## config.mk

```make
export PLATFORM = sky130hd
export DESIGN_NAME = iob2axi_burst_sched
export DESIGN_NICKNAME = d
export VERILOG_FILES = /design/src/rtl/iob2axi_burst_sched.sv
export SDC_FILE = /design/constraint.sdc
export NUM_CORES = 1
export LEC_CHECK = 0
export CORE_ASPECT_RATIO = 1.2
export CORE_UTILIZATION = 59
export DETAILED_ROUTE_END_ITERATION = 10
export GPL_TIMING_DRIVEN = 0
export PLACE_DENSITY = 0.86
export RECOVER_POWER = 25
export SYNTH_ARGS = -nofsm -noshare
export SYNTH_HDL_FRONTEND = slang
export SYNTH_SLANG_ARGS = --single-unit
```

## constraint.sdc

```tcl
create_clock -name clk -period 15.4 [get_ports clk]
set_clock_uncertainty 0.1 [all_clocks]
set_input_delay 3.08 -clock clk [delete_from_list [all_inputs] [get_ports clk]]
set_output_delay 3.08 -clock clk [all_outputs]
set_load 0.1 [all_outputs]
```

## src/rtl/iob2axi_burst_sched.sv

```systemverilog
// Burst scheduler: splits a (addr, beats, direction) transfer into AXI4 bursts
// that never cross a 4KB page or exceed 2^AXI_LEN_W beats, and sequences the
// read/write engines one burst at a time.
module iob2axi_burst_sched #(
  parameter int unsigned AXI_ADDR_W = 32,
  parameter int unsigned AXI_DATA_W = 32,
  parameter int unsigned AXI_LEN_W  = 8,
  parameter int unsigned TOTAL_W    = 16
) (
  input  logic                  clk,
  input  logic                  rst_n,
  input  logic                  run,
  input  logic                  direction,
  input  logic [AXI_ADDR_W-1:0] addr,
  input  logic [TOTAL_W-1:0]    length,
  output logic                  ready,
  output logic                  error,
  output logic                  run_rd,
  output logic                  run_wr,
  output logic [AXI_ADDR_W-1:0] burst_addr,
  output logic [AXI_LEN_W-1:0]  burst_len,
  input  logic                  eng_rd_ready,
  input  logic                  eng_wr_ready,
  input  logic                  eng_rd_error,
  input  logic                  eng_wr_error
);

  localparam int unsigned BYTES = AXI_DATA_W / 8;
  localparam int unsigned OFF_W = $clog2(BYTES);
  localparam int unsigned BW    = AXI_LEN_W + 1;
  localparam int unsigned MW0   = (TOTAL_W > 13) ? TOTAL_W : 13;
  localparam int unsigned MW    = (MW0 > BW) ? MW0 : BW;

  localparam logic [AXI_ADDR_W-1:0] OFF_MASK  = AXI_ADDR_W'(BYTES - 1);
  localparam logic [MW-1:0]         MAX_BEATS = MW'(1) << AXI_LEN_W;

  typedef enum logic [2:0] {
    S_IDLE,
    S_CHECK,
    S_CALC,
    S_ISSUE,
    S_WAIT,
    S_DONE
  } state_t;

  state_t                  state_q;
  logic                    dir_q;
  logic [AXI_ADDR_W-1:0]   cur_addr_q;
  logic [TOTAL_W-1:0]      remaining_q;
  logic [BW-1:0]           beats_q;
  logic                    wait_first_q;
  logic                    ready_q;
  logic                    error_q;
  logic                    run_rd_q;
  logic                    run_wr_q;
  logic [AXI_ADDR_W-1:0]   burst_addr_q;
  logic [AXI_LEN_W-1:0]    burst_len_q;

  logic [12:0]             to_4k_c;
  logic [MW-1:0]           min_c;
  logic [BW-1:0]           beats_c;
  logic                    misaligned_c;
  logic                    eng_ready_c;
  logic                    eng_error_c;
  logic [AXI_ADDR_W-1:0]   cur_addr_d;
  logic [TOTAL_W-1:0]      remaining_d;

  // Burst sizing and post-burst address/remaining arithmetic
  always_comb begin
    to_4k_c      = (13'd4096 - {1'b0, cur_addr_q[11:0]}) >> OFF_W;
    min_c        = (MW'(remaining_q) < MW'(to_4k_c)) ? MW'(remaining_q) : MW'(to_4k_c);
    min_c        = (min_c < MAX_BEATS) ? min_c : MAX_BEATS;
    beats_c      = BW'(min_c);
    misaligned_c = (cur_addr_q & OFF_MASK) != '0;
    eng_ready_c  = dir_q ? eng_wr_ready : eng_rd_ready;
    eng_error_c  = dir_q ? eng_wr_error : eng_rd_error;
    cur_addr_d   = cur_addr_q + (AXI_ADDR_W'(beats_q) << OFF_W);
    remaining_d  = remaining_q - TOTAL_W'(beats_q);
  end

  // Transfer sequencing FSM with registered outputs
  always_ff @(posedge clk) begin
    if (!rst_n) begin
      state_q      <= S_IDLE;
      dir_q        <= 1'b0;
      cur_addr_q   <= '0;
      remaining_q  <= '0;
      beats_q      <= '0;
      wait_first_q <= 1'b0;
      ready_q      <= 1'b1;
      error_q      <= 1'b0;
      run_rd_q     <= 1'b0;
      run_wr_q     <= 1'b0;
      burst_addr_q <= '0;
      burst_len_q  <= '0;
    end else begin
      run_rd_q <= 1'b0;
      run_wr_q <= 1'b0;
      case (state_q)
        S_IDLE: begin
          if (run) begin
            dir_q       <= direction;
            cur_addr_q  <= addr;
            remaining_q <= length;
            error_q     <= 1'b0;
            ready_q     <= 1'b0;
            state_q     <= S_CHECK;
          end
        end
        S_CHECK: begin
          if (misaligned_c) begin
            error_q <= 1'b1;
            state_q <= S_DONE;
          end else if (remaining_q == '0) begin
            state_q <= S_DONE;
          end else begin
            state_q <= S_CALC;
          end
        end
        S_CALC: begin
          beats_q      <= beats_c;
          burst_addr_q <= cur_addr_q;
          burst_len_q  <= AXI_LEN_W'(beats_c - BW'(1));
          run_rd_q     <= !dir_q;
          run_wr_q     <= dir_q;
          state_q      <= S_ISSUE;
        end
        S_ISSUE: begin
          wait_first_q <= 1'b1;
          state_q      <= S_WAIT;
        end
        S_WAIT: begin
          // Engine ready still reflects the pre-run idle state in the first cycle
          if (wait_first_q) begin
            wait_first_q <= 1'b0;
          end else if (eng_ready_c) begin
            if (eng_error_c) begin
              error_q <= 1'b1;
              state_q <= S_DONE;
            end else begin
              cur_addr_q  <= cur_addr_d;
              remaining_q <= remaining_d;
              state_q     <= (remaining_d == '0) ? S_DONE : S_CALC;
            end
          end
        end
        S_DONE: begin
          ready_q <= 1'b1;
          state_q <= S_IDLE;
        end
        default: begin
          ready_q <= 1'b1;
          state_q <= S_IDLE;
        end
      endcase
    end
  end

  assign ready      = ready_q;
  assign error      = error_q;
  assign run_rd     = run_rd_q;
  assign run_wr     = run_wr_q;
  assign burst_addr = burst_addr_q;
  assign burst_len  = burst_len_q;

endmodule

```

==> parameters.txt <==
Parameter                              Value

Synth
  Number of standard cells after synthesis ... around 870
  Net count of the mapped netlist ... 952
  Sequential cell area fraction in the yosys report ... between 30% and 40%
  Average footprint of a synthesized cell ... 7.59 um^2
  Number of synthesized flops with an enable pin ... 0
  Count of yosys warnings during synthesis ... 0
  Total standard cell area after synthesis ... about 0.0066 mm^2
  Async S/R FF share, synth ... 0%
  Synth unique cells ... 72
  Number of register bits inferred by synthesis ... 106
  Most instantiated flip-flop cell in the synthesis netlist ... sky130_fd_sc_hd__dfxtp_1

GRT
  Met2 demand-to-capacity share in global routing ... 59.4%
  Overflow left after global routing ... 0
  Met3 track demand over resource ... 6.65%
  Wire length of the first global-routing pass ... 34400 um
  Number of global-route vias before repair ... 6628
  Total global routing track utilization ... 37.9%
  M1 GR Usage ... about half
  Peak-usage layer in the global routing report ... met2
  Initial antenna violation count ... 0
  Pin count of the biggest net entering global routing ... 19

Worst hold path
  Class of the worst hold path ... flip-flop to flip-flop

Worst setup path
  Reg-to-reg setup timing slack ... between 8 and 9 ns
  Cells along the critical path ... buf_2 > or4_1 > clkbuf_1 > or4_1 > clkbuf_1 > nor3_1 > xor2_1 > ha_1 > and3b_1 > o21a_1 > a2111oi_0 > nand2_2 > clkbuf_1 > nor3_1 > a31oi_1 > ha_1 > nand2b_1 > nor2_1 > a21oi_1 > nor2_1 > a221o_1 > a311oi_1 > a32o_1
  Library cell appearing most often on the critical path ... sky130_fd_sc_hd__clkbuf_1
  Delay contributed by the slowest stage of the critical path ... 1.34 ns
  Classification of the worst setup path ... flip-flop to flip-flop
  Critical path required time ... between 15 and 20 ns
  Type of origin of the critical path ... flip-flop
  Critical Path End Type ... flip-flop
  Maximum fanout along the worst path ... 10
  CP Data Arrival Time ... 7.03 ns
  CP max stage cell ... sky130_fd_sc_hd__a2111oi_0

CTS
  Post-CTS Setup Repair Bufs ... 0
  Root buffer selected by CTS ... sky130_fd_sc_hd__clkbuf_16
  Cells resized by post-CTS repair ... 0
  CTS tree ... yes
  CTS clk-pin slew, worst paths ... 0.08 ns
  Depth of the CTS H-tree ... 3
  Total clock buffers created by CTS ... 9
  Sink Count ... 106
  Clock latency on the worst-skew pair ... 0.35 ns
  Clock buffer depth ... 2
  Post-cts hold buffer count ... 0

Detailed routing
  DR vias/cell ... 6.50
  Total routed wirelength ... around 22000 um
  Length of the first detailed-routing pass in iterations ... 9
  Remaining antenna violation count after routing ... 0
  DRC violations left ... 5
  Detailed-route via count ... 7211
  DRT iter0 DRCs ... ~720
  Average wire per cell in the routed design ... 19.5 um

Pwr
  Maximum resistive drop on vdd ... 0.0000966 V
  Static leakage power ... 0.00293 uW
  Total power draw ... 1330 uW
  Total power per unit cell area ... 167 mW/mm^2

Job
  Max-cap violations ... 1

Run status
  Outcome ... complete, but fails checks
  Violated checks ... design-rule violations, max-capacitance violations, max-slew violations

Timing
  RSZ-0062 raised after global routing ... false
  Final setup viols ... 0
  Least-Margin Pin Slew ... 1.62 ns
  Maximum clock frequency ... 146 MHz
  Max Transition Viols Final ... 7
  Post-route minimum period ... 6.83 ns
  Final clock period utilization by the worst path ... between 40 and 50%
  Final hold violation count ... 0
  Setup TNS ... 0 ns
  Worst rel slew slack ... -11.0%
  Post-route worst hold slack ... 0.355 ns

Finish
  Final non-filler cell total ... between 1000 and 1500
  Design Area, Final ... 0.00797 mm^2
  Layout net count ... 1062
  Number of inserted diodes ... 0
  Post-synthesis to final-layout area growth ... 21.4%
  Ratio of cells with drive above 1 in the final layout ... 4.18%

Floorplan
  Die Span Y ... 118 um
  Row cnt ... 41
  IO Count ... 100
  Horiz. Die Dim ... 98.3 um
  Effective utilization at floorplan ... 61.5%
  DIE AREA ... between 0.01 and 0.015 mm^2
  Placeable core region ... 0.0107 mm^2

Placed design
  Area post-placement ... 0.00771 mm^2
  Count of input and output buffers ... 99
  Hpwl dp ... 15900 um
  Inst Count DP ... 1093
  Final weighted congestion of routability-driven global placement ... around 1
==> cells in the mapped netlist (5+ instances only) <==
master                     count  area share [%]
sky130_fd_sc_hd__nand2_1     138             7.9
sky130_fd_sc_hd__dfxtp_1     106              32
sky130_fd_sc_hd__a21oi_1      86             6.6
sky130_fd_sc_hd__nor2_1       72             4.1
sky130_fd_sc_hd__o21ai_0      48             3.7
sky130_fd_sc_hd__clkbuf_1     46             2.6
sky130_fd_sc_hd__a211oi_1     37             4.2
sky130_fd_sc_hd__ha_1         29             5.5
sky130_fd_sc_hd__inv_1        26             1.5
sky130_fd_sc_hd__nor3_1       24             1.8
sky130_fd_sc_hd__nand3_1      22             1.7
sky130_fd_sc_hd__a311oi_1     15             2.0
sky130_fd_sc_hd__and3_1       12             1.1
sky130_fd_sc_hd__a31oi_1      11             1.0
sky130_fd_sc_hd__o211ai_1     10             1.1
sky130_fd_sc_hd__a21o_1        9             1.0
sky130_fd_sc_hd__nand2b_1      9            0.86
sky130_fd_sc_hd__o21a_1        9             1.0
sky130_fd_sc_hd__xnor2_1       9             1.2
sky130_fd_sc_hd__and2_1        8            0.76
sky130_fd_sc_hd__or4_1         8            0.92
sky130_fd_sc_hd__xor2_1        8             1.1
sky130_fd_sc_hd__mux2i_1       7             1.1
sky130_fd_sc_hd__nor2b_1       7            0.67
sky130_fd_sc_hd__o31ai_1       7            0.80
sky130_fd_sc_hd__a31o_2        6            0.80
sky130_fd_sc_hd__buf_2         6            0.46
sky130_fd_sc_hd__nor4_1        6            0.57
sky130_fd_sc_hd__or3_1         6            0.57
sky130_fd_sc_hd__a22oi_1       5            0.57
sky130_fd_sc_hd__o22ai_1       5            0.48
==> flip-flops by register name, indices dropped and copies added (netlist names) <==
register / flops
cur_addr_q: 32
state_q: 3
run_wr: 1
burst_len: 8
dir_q: 1
remaining_q: 16
ready: 1
wait_first_q: 1
run_rd: 1
burst_addr: 32
error: 1
beats_q: 9
==> power breakdown <==
group	total (uW)	switching (uW)	internal [uW]
combinational	714	461	252
clock	230	112	117
sequential	386	61.7	324
total	1330	635	693
==> per-layer routing <==
layer | share of wire, % | vias up | wire, um
met4 | 5.1 | 0 | 1100
met2 | 46 | 417 | 9870
met5 | 0 | - | 0
met1 | 40 | 3320 | 8640
li1 | - | 3379 | -
met3 | 9.2 | 95 | 1990
==> worst paths after layout <==
path	start	to	depth (start not counted)
worst max-delay path	cur_addr_q[1]$_SDFFE_PN0P_	burst_len[4]$_SDFFE_PN0P_	23
worst min-delay path	burst_addr[0]$_SDFFE_PN0P_	burst_addr[0]$_SDFFE_PN0P_	2
worst max register to register	cur_addr_q[1]$_SDFFE_PN0P_	burst_len[4]$_SDFFE_PN0P_	23
worst min register to register	burst_addr[0]$_SDFFE_PN0P_	burst_addr[0]$_SDFFE_PN0P_	2
==> worst max-delay path, delay by kind of cell (launching register included) <==
family / cells / cell delay (ns)
DFF: 1 / 0.30
buffers and inverters: 4 / 0.90
adders and majority gates: 2 / 0.58
AOI/OAI and AO/OA: 7 / 2.54
xor gates and xnor gates: 1 / 0.18
and+or+nand+nor: 9 / 2.17
==> cells in the final DEF (no fill, tap or decap), types with 4 or more instances in the layout <==
cell,Yosys,routed
sky130_fd_sc_hd__nand3_1,22,22
sky130_fd_sc_hd__xor2_1,8,8
sky130_fd_sc_hd__o21ai_0,48,48
sky130_fd_sc_hd__nand2b_1,9,9
sky130_fd_sc_hd__nand2_1,138,138
sky130_fd_sc_hd__a21oi_1,86,86
sky130_fd_sc_hd__nor2b_1,7,7
sky130_fd_sc_hd__nor3_1,24,24
sky130_fd_sc_hd__ha_1,29,29
sky130_fd_sc_hd__a22oi_1,5,5
sky130_fd_sc_hd__and3_1,12,12
sky130_fd_sc_hd__a311oi_1,15,15
sky130_fd_sc_hd__o221a_2,4,4
sky130_fd_sc_hd__o31ai_1,7,7
sky130_fd_sc_hd__clkbuf_16,0,9
sky130_fd_sc_hd__dfxtp_1,106,106
sky130_fd_sc_hd__or3_1,6,6
sky130_fd_sc_hd__xnor2_1,9,9
sky130_fd_sc_hd__o21a_1,9,9
sky130_fd_sc_hd__clkdlybuf4s50_1,0,97
sky130_fd_sc_hd__or2_2,4,4
sky130_fd_sc_hd__a21o_1,9,9
sky130_fd_sc_hd__clkbuf_1,46,51
sky130_fd_sc_hd__mux2i_1,7,7
sky130_fd_sc_hd__o22ai_1,5,5
sky130_fd_sc_hd__a31o_2,6,6
sky130_fd_sc_hd__a31oi_1,11,12
sky130_fd_sc_hd__nor4_1,6,6
sky130_fd_sc_hd__inv_1,26,26
sky130_fd_sc_hd__a211oi_1,37,37
sky130_fd_sc_hd__o211ai_1,10,10
sky130_fd_sc_hd__nor2_1,72,72
sky130_fd_sc_hd__and2_1,8,7
sky130_fd_sc_hd__or4_1,8,8
==> cells by family after synthesis <==
group | synth area share [%]
compound gates | 29.0
xor+xnor | 2.52
fa+ha+maj | 6.14
buf+inv | 4.92
flops | 32.3
mux | 1.81
simple gates | 23.3
==> per-stage QoR <==
step | util (%) | setup WS (ns)
global route | 74.7 | 8.02
global placement | 72.3 | 9.32
finish | 74.7 | 8.57
floorplan | - | 10.36
CTS | 75.0 | 9.67
detailed placement | 72.3 | 9.31
==> final cells by class <==
type / instances / area [um^2]
plain buffers: 56 / 220
clock buffers: 11 / 243
clock inverters: 5 / 45.0
fillers: 857 / 2700
inverters: 26 / 97.6
multi-input cells: 677 / 4090
flip-flops and latches: 106 / 2120
well taps: 129 / 161
repair buffers: 99 / 991
No activity file was read; power rests on OpenSTA's default activity.
